File: src/rtl/freq_meas_sequencer.sv
// Measurement-cycle sequencer for the BCD event counter: clear, gate, settle,
// latch, evaluate, with manual or overflow/underfill driven auto-ranging.
module freq_meas_sequencer #(
  parameter int TICKS_1MS  = 50000,
  parameter int CLR_CYC    = 2,
  parameter int SETTLE_CYC = 4
) (
  input  logic       sysclk,
  input  logic       rst,
  input  logic       run,
  input  logic       auto_range,
  input  logic [2:0] range_sel,
  input  logic       cnt_ovf,
  input  logic       cnt_msd_zero,
  output logic       gate,
  output logic       cnt_clr,
  output logic       latch,
  output logic       meas_valid,
  output logic       over_range,
  output logic [2:0] range_cur,
  output logic [2:0] dp_pos,
  output logic       busy
);

  localparam int              PW      = (TICKS_1MS > 1) ? $clog2(TICKS_1MS) : 1;
  localparam logic [PW-1:0]   PRE_MAX = PW'(TICKS_1MS - 1);
  localparam logic [3:0]      CLR_MAX = 4'(CLR_CYC - 1);
  localparam logic [3:0]      SET_MAX = 4'(SETTLE_CYC - 1);

  typedef enum logic [2:0] {
    S_IDLE, S_CLEAR, S_GATE, S_SETTLE, S_LATCH, S_EVAL
  } state_t;

  state_t        state, state_nxt;
  logic [PW-1:0] pre_cnt, pre_nxt;
  logic [13:0]   ms_cnt, ms_nxt, ms_max;
  logic [3:0]    cyc_cnt, cyc_nxt;
  logic [2:0]    range_nxt, sel_clip;
  logic          ovf_q, msd_q, discard_q, discard_nxt;

  assign sel_clip = (range_sel > 3'd4) ? 3'd4 : range_sel;

  // Last millisecond index of the gate window: 10^range_cur - 1.
  always_comb begin
    ms_max = 14'd9999;
    case (range_cur)
      3'd0:    ms_max = 14'd0;
      3'd1:    ms_max = 14'd9;
      3'd2:    ms_max = 14'd99;
      3'd3:    ms_max = 14'd999;
      default: ms_max = 14'd9999;
    endcase
  end

  // An overflowed auto-range result above range 0 is thrown away and retried.
  assign discard_nxt = cnt_ovf && auto_range && (range_cur != 3'd0);

  always_comb begin
    state_nxt = state;
    pre_nxt   = pre_cnt;
    ms_nxt    = ms_cnt;
    cyc_nxt   = cyc_cnt;
    range_nxt = range_cur;
    case (state)
      S_IDLE:   if (run) state_nxt = S_CLEAR;
      S_CLEAR:  if (cyc_cnt == CLR_MAX) state_nxt = S_GATE;
                else cyc_nxt = cyc_cnt + 4'd1;
      S_GATE: begin
        if (pre_cnt == PRE_MAX) begin
          pre_nxt = '0;
          if (ms_cnt == ms_max) state_nxt = S_SETTLE;
          else ms_nxt = ms_cnt + 14'd1;
        end else begin
          pre_nxt = pre_cnt + 1'b1;
        end
      end
      S_SETTLE: if (cyc_cnt == SET_MAX) state_nxt = S_LATCH;
                else cyc_nxt = cyc_cnt + 4'd1;
      S_LATCH:  state_nxt = S_EVAL;
      S_EVAL: begin
        if (discard_q) begin
          range_nxt = range_cur - 3'd1;
          state_nxt = S_CLEAR;
        end else begin
          if (auto_range && !ovf_q && msd_q && (range_cur < 3'd4))
            range_nxt = range_cur + 3'd1;
          state_nxt = run ? S_CLEAR : S_IDLE;
        end
      end
      default:  state_nxt = S_IDLE;
    endcase
    // Every state starts with its timers at zero.
    if (state_nxt != state) begin
      pre_nxt = '0;
      ms_nxt  = '0;
      cyc_nxt = '0;
    end
    if (state_nxt == S_CLEAR && state != S_CLEAR && !auto_range)
      range_nxt = sel_clip;
  end

  always_ff @(posedge sysclk) begin
    if (rst) begin
      state      <= S_IDLE;
      pre_cnt    <= '0;
      ms_cnt     <= '0;
      cyc_cnt    <= '0;
      range_cur  <= 3'd4;
      ovf_q      <= 1'b0;
      msd_q      <= 1'b0;
      discard_q  <= 1'b0;
      gate       <= 1'b0;
      cnt_clr    <= 1'b0;
      latch      <= 1'b0;
      busy       <= 1'b0;
      meas_valid <= 1'b0;
      over_range <= 1'b0;
      dp_pos     <= 3'd0;
    end else begin
      state     <= state_nxt;
      pre_cnt   <= pre_nxt;
      ms_cnt    <= ms_nxt;
      cyc_cnt   <= cyc_nxt;
      range_cur <= range_nxt;
      gate      <= (state_nxt == S_GATE);
      cnt_clr   <= (state_nxt == S_CLEAR);
      latch     <= (state_nxt == S_LATCH);
      busy      <= (state_nxt != S_IDLE);
      if (state == S_LATCH) begin
        ovf_q     <= cnt_ovf;
        msd_q     <= cnt_msd_zero;
        discard_q <= discard_nxt;
      end
      // The result is published while the block sits in EVAL.
      meas_valid <= (state == S_LATCH) && !discard_nxt;
      if (state == S_LATCH && !discard_nxt) begin
        over_range <= cnt_ovf;
        dp_pos     <= range_cur;
      end
    end
  end

endmodule
File: config.mk
export PLATFORM = sky130hd
export DESIGN_NAME = freq_meas_sequencer
export DESIGN_NICKNAME = d
export VERILOG_FILES = /design/src/rtl/freq_meas_sequencer.sv
export SDC_FILE = /design/constraint.sdc
export NUM_CORES = 1
export LEC_CHECK = 0
export ABC_AREA = 1
export BUFFER_PORTS_ARGS = -buffer_cell sky130_fd_sc_hd__buf_2
export CORE_MARGIN = 2
export CORE_UTILIZATION = 50
export DETAILED_ROUTE_END_ITERATION = 16
export PLACE_DENSITY = 0.78
export SYNTH_ARGS = -nofsm -noshare
export SYNTH_HDL_FRONTEND = slang
export SYNTH_SLANG_ARGS = --single-unit
File: constraint.sdc
create_clock -name sysclk -period 2.8 [get_ports sysclk]
set_input_delay 0.28 -clock sysclk [delete_from_list [all_inputs] [get_ports sysclk]]
set_output_delay 0.28 -clock sysclk [all_outputs]
set_load 0.05 [all_outputs]
# Yosys cells after proc, flatten, opt, wreduce, memory -nomap -nowiden
# Index checks and enable logic that the tools add are counted.
# W data, S select, Z words.
# classes
n_addsub	5
magnitude_cmp	2
bitwise_logic	1
eq_ne	19
n_reduce_logical	22
n_mux	18
# op_table
op	count
$pmux W14 S4	1
$mux W3	10
$pmux W3 S6	1
$add A16 B1 Y16 const B	1
$eq A16 B16 Y1 const B	1
$mux W16	1
$eq A3 B2 Y1 const B	5
$add A14 B1 Y14 const B	1
$eq A14 B14 Y1	1
$eq A3 B1 Y1 const B	3
$eq A3 B3 Y1 const B	3
$reduce_bool A3 Y1	3
$logic_and A1 B1 Y1	8
$mux W4	2
$pmux W4 S2	1
$logic_not A3 Y1	2
$reduce_and A3 Y1	2
$add A4 B1 Y4 const B	1
$eq A4 B1 Y1 const B	1
$eq A4 B2 Y1 const B	1
$ne A2 B2 Y1 const B	2
$reduce_bool A2 Y1	2
$add A3 B1 Y3 const B	1
$gt A3 B3 Y1 const B	1
9 further kinds	12
# totals
ff_bits	52
input_bits	9

# Depth between registers and ports, before layout
# depth
ltp_word	11
ltp_mapped	17
mapped_depth_nobuf	17

# Least setup slack after synthesis
# OpenSTA, ideal clock, no wires.
# synth_timing
kind	reg2reg
from	register range_cur[2]
to	register ms_cnt[5]
n_path_buf	1
synth_period_minus_slack_ns	2.571
path_slack_ns	0.229
arrival_ns	2.457
stages_incl_launch_ff	16
setup_time_ns	0.115
cell_sequence	dfxtp_1 > inv_2 > ha_1 > inv_1 > nand2_1 > nor2_2 > nand3_1 > nand2_1 > nand2_1 > nor2_1 > nand3_2 > nand2_4 > inv_2 > o21bai_4 > buf_6 > nor2_2
# synth_between
elab_chain_cells	8
# synth_rtl
element	line_no	rtl
start, declared	20	output logic [2:0] range_cur,
start signal, assigned	124	range_cur <= range_nxt;
$eq A3 B2 Y1 (tied with other cells)	46	case (range_cur)
$pmux W14 S4 (*)	46	
$eq A14 B14 Y1 (*)	71	if (ms_cnt == ms_max) state_nxt = S_SETTLE;
$mux W3	71	
$mux W3	69	if (pre_cnt == PRE_MAX) begin
$pmux W3 S6	64	case (state)
$ne A3 B3 Y1	93	if (state_nxt != state) begin
$reduce_or A2 Y1 (no source line)	-	
end signal, assigned	122	ms_cnt <= ms_nxt;
end, declared	36	logic [13:0] ms_cnt, ms_nxt, ms_max;
# Mark *: on every way between the ends. The rest lies on a longest branch, timed or not.
# A chain may end at the register's enable or synchronous reset.

# Worst setup path in the final report
# layout_timing
from	register range_cur[2]
to	register pre_cnt[10]
# layout_between
elab_chain_cells	8
# layout_rtl
element	line_no	rtl
$eq A3 B2 Y1 (tied with other cells)	46	
$pmux W14 S4 (*)	46	
$eq A14 B14 Y1 (*)	71	
$mux W3 (*)	71	
$mux W3 (*)	69	
$pmux W3 S6 (*)	64	
$ne A3 B3 Y1 (*)	93	
$reduce_or A2 Y1 (no source line) (*)	-	
end signal, assigned	121	pre_cnt <= pre_nxt;
end, declared	35	logic [PW-1:0] pre_cnt, pre_nxt;
# Marked as above.

==> results.cfg <==
[setup_path]
reg2reg_depth = 15
worstSetupEndpointType = register
cp_max_fo = 26
r2r_start = range_cur[2]
reg2reg_to = pre_cnt[10]
start_kind = register
path_class = reg -> reg
cp_data_arrival_time_ns = 2.65
regToRegSetupSlack_ns = 0.34
critPathRequiredTime_ns = 3.00

[final_layout]
nets = 482
final_cells = 538
drive_gt1_share_pct = 14.90
areaGrowthSynthToFinish_pct = 9.087
layout_common_cells = nand2_1 (79), inv_1 (58), dfxtp_1 (52)
antenna_cells = 0
layout_commonest_cell = nand2_1

[synthesis]
synth_cells = 437
ys_types = 32
ys_ff_latch = 52
yosysWarningCount = 0
ys_seq_area_share_pct = 33.90
syn_area_per_cell_um2 = 7.026
synth_nets = 457
synthesis.area_um2 = 3070

[flow_run]
maxCapViolCount = 0

[floorplan]
pin_count = 21
rows = 28
die_x_um = 82.37
die_height_um = 82.37
die-area_um2 = 6784
start_util_pct = 51.86
core_um2 = 5921

[global_routing]
grt_usage_pct = 20.73
grt_antenna_before_repair = 0
grt_pass1_wl_um = 11110
grt-ovfl-total = 0
grt_pass1_vias = 2573
grt_max_degree = 27

[clocking]
htree_num_levels = 2
hold_buffers = 0
clk_latency_ns = 0.31
cts_resized = 0
cts_buffer_depth = 2
cts_root_buf = clkbuf_8
cts_buffers = 5
clkTransAtPathRegs_ns = 0.10
cts_num_sinks = 52
post_cts_buffers = 0
cts_tree = done

[routing]
drt_first_pass_iters = 5
drc_errors = 0
drtAntennaViolNets = 0
drt-total-wl_um = 6409
dr.first_iter.drc_count = 214
vias = 2825
vias_per_cell = 5.251
wl_per_cell_um = 11.91

[min_path]
holdPathEnd = msd_q
hp-start = cnt_msd_zero
hp-class = in -> reg
hold_depth = 3

[timing]
final.min_clock_period_ns = 2.456
finalSetupTns_ns = 0
clock_skew_ns = 0.01247
clock.fmax_mhz = 407.1
rsz0062_at_grt = no
hold_violations = 0
drv_slew = 0
fin_crit_sh_pct = 87.73
slew_headroom_pct = 66.74
worst_slew_pin_slew_ns = 0.4978
setup_violations = 0

[placed_design]
portBuffers = 20
place.gp.congestion = 0.9166
place_inst = 530
hpwl_um = 5031

[outcome]
status = finished clean

[pwr]
peakVddDrop_mv = 0.2429
p_leak_nw = 1.317
p_per_area_nw_per_um2 = 401.5
report_power, final:
| group | total [mW] | internal, mW | switching [mW] |
|---|---|---|---|
| Clock | 0.437 | 0.180 | 0.258 |
| Sequential | 0.755 | 0.747 | 0.00843 |
| Combinational | 0.153 | 0.0466 | 0.106 |
critical path: stages (launching register included):
cell and delay (ns):
dfxtp_1 0.45, inv_2 0.14, ha_1 0.27, inv_1 0.13, nand2_1 0.09, nor2_2 0.15
nand3_1 0.09, nand2_1 0.07, nand2_1 0.07, nor2_1 0.18, nand3_2 0.12, nand2_4 0.12
inv_2 0.06, o21bai_4 0.13, buf_12 0.21, nor3_1 0.07
routing by layer:
layer / vias up / track usage, % / routed length (um)
met5: - / 0 / 0
met2: 74 / 32.50 / 2961
met3: 9 / 3.587 / 267
met1: 1268 / 29.60 / 3102
li1: 1474 / - / -
met4: 0 / 4.833 / 78
metrics by stage:
stage | setup slack [ns] | area (um2) | hold slack, ns | util [%] | total power [mW]
after global placement | 0.4293 | 3258 | 0.4636 | 55.03 | 0.9226
final | 0.3436 | 3349 | 0.2248 | 56.57 | 1.345
after floorplan | 0.2286 | 3070 | 0.4149 | - | 0.8915
after detailed placement | 0.3881 | 3258 | 0.4684 | 55.03 | 0.9243
after global routing | 0.1035 | 3349 | 0.2328 | 56.57 | 1.411
after CTS | 0.3761 | 3349 | 0.2185 | 56.57 | 1.360
flip-flops by register name, indices dropped and copies added (netlist names):
register,cells
busy,1
cnt_clr,1
cyc_cnt,4
discard_q,1
dp_pos,3
gate,1
latch,1
meas_valid,1
ms_cnt,14
msd_q,1
over_range,1
ovf_q,1
pre_cnt,16
range_cur,3
state,3
worst max path at each step:
stage	cells past startpoint	startpoint	endpoint
after floorplan	15	range_cur[2]	ms_cnt[5]
after global placement	15	range_cur[2]	pre_cnt[10]
after detailed placement	15	range_cur[2]	ms_cnt[3]
after CTS	15	range_cur[2]	pre_cnt[10]
after global routing	16	range_cur[2]	range_cur[1]
final	15	range_cur[2]	pre_cnt[10]
area by class of cell:
class                      instances  area [um2]
fill                             564        2571
multi-input combinational        316        1752
sequential                        52        1041
inverter                          65       244.0
timing repair buffer              22       127.6
tap                               75       93.84
clock buffer                       5       68.82
clock inverter                     3       22.52
synth_stat cells:
cell type | instances | area, um2
nand2_1 | 79 | 296.5
inv_1 | 58 | 217.7
dfxtp_1 | 52 | 1041
nor2_1 | 48 | 180.2
nand3_1 | 44 | 220.2
xor2_1 | 23 | 201.4
nand4_1 | 22 | 137.6
nor3_1 | 16 | 80.08
nor2_2 | 14 | 87.58
o21ai_0 | 14 | 70.07
ha_1 | 11 | 137.6
a21oi_1 | 9 | 45.04
a21oi_2 | 9 | 78.83
inv_2 | 6 | 22.52
a31oi_1 | 4 | 25.02
nor4_1 | 4 | 25.02
nand2_2 | 3 | 18.77
a211oi_1 | 2 | 15.01
buf_6 | 2 | 22.52
nand2_4 | 2 | 22.52
nand3_2 | 2 | 20.02
o21ai_1 | 2 | 10.01
xnor2_1 | 2 | 17.52
a21o_1 | 1 | 7.510
a21oi_4 | 1 | 16.27
buf_4 | 1 | 7.510
clkbuf_1 | 1 | 3.750
clkinv_1 | 1 | 3.750
nor3b_1 | 1 | 7.510
o21bai_4 | 1 | 18.77
or2_0 | 1 | 6.260
or2_2 | 1 | 6.260
cells by family (layout without fill, tap and decap cells):
group                    count (synthesis)  count (layout)  share of synthesized area, %
buffers and inverters                   69              95                         9.046
AND/OR/NAND/NOR                        237             237                         36.10
flip-flops                              52              52                         33.90
AO/OA/AOI/OAI                           43              43                         9.332
adder cells (fa/ha/maj)                 11              11                         4.482
XOR/XNOR                                25              25                         7.131
No activity file was read; power rests on OpenSTA's default activity.
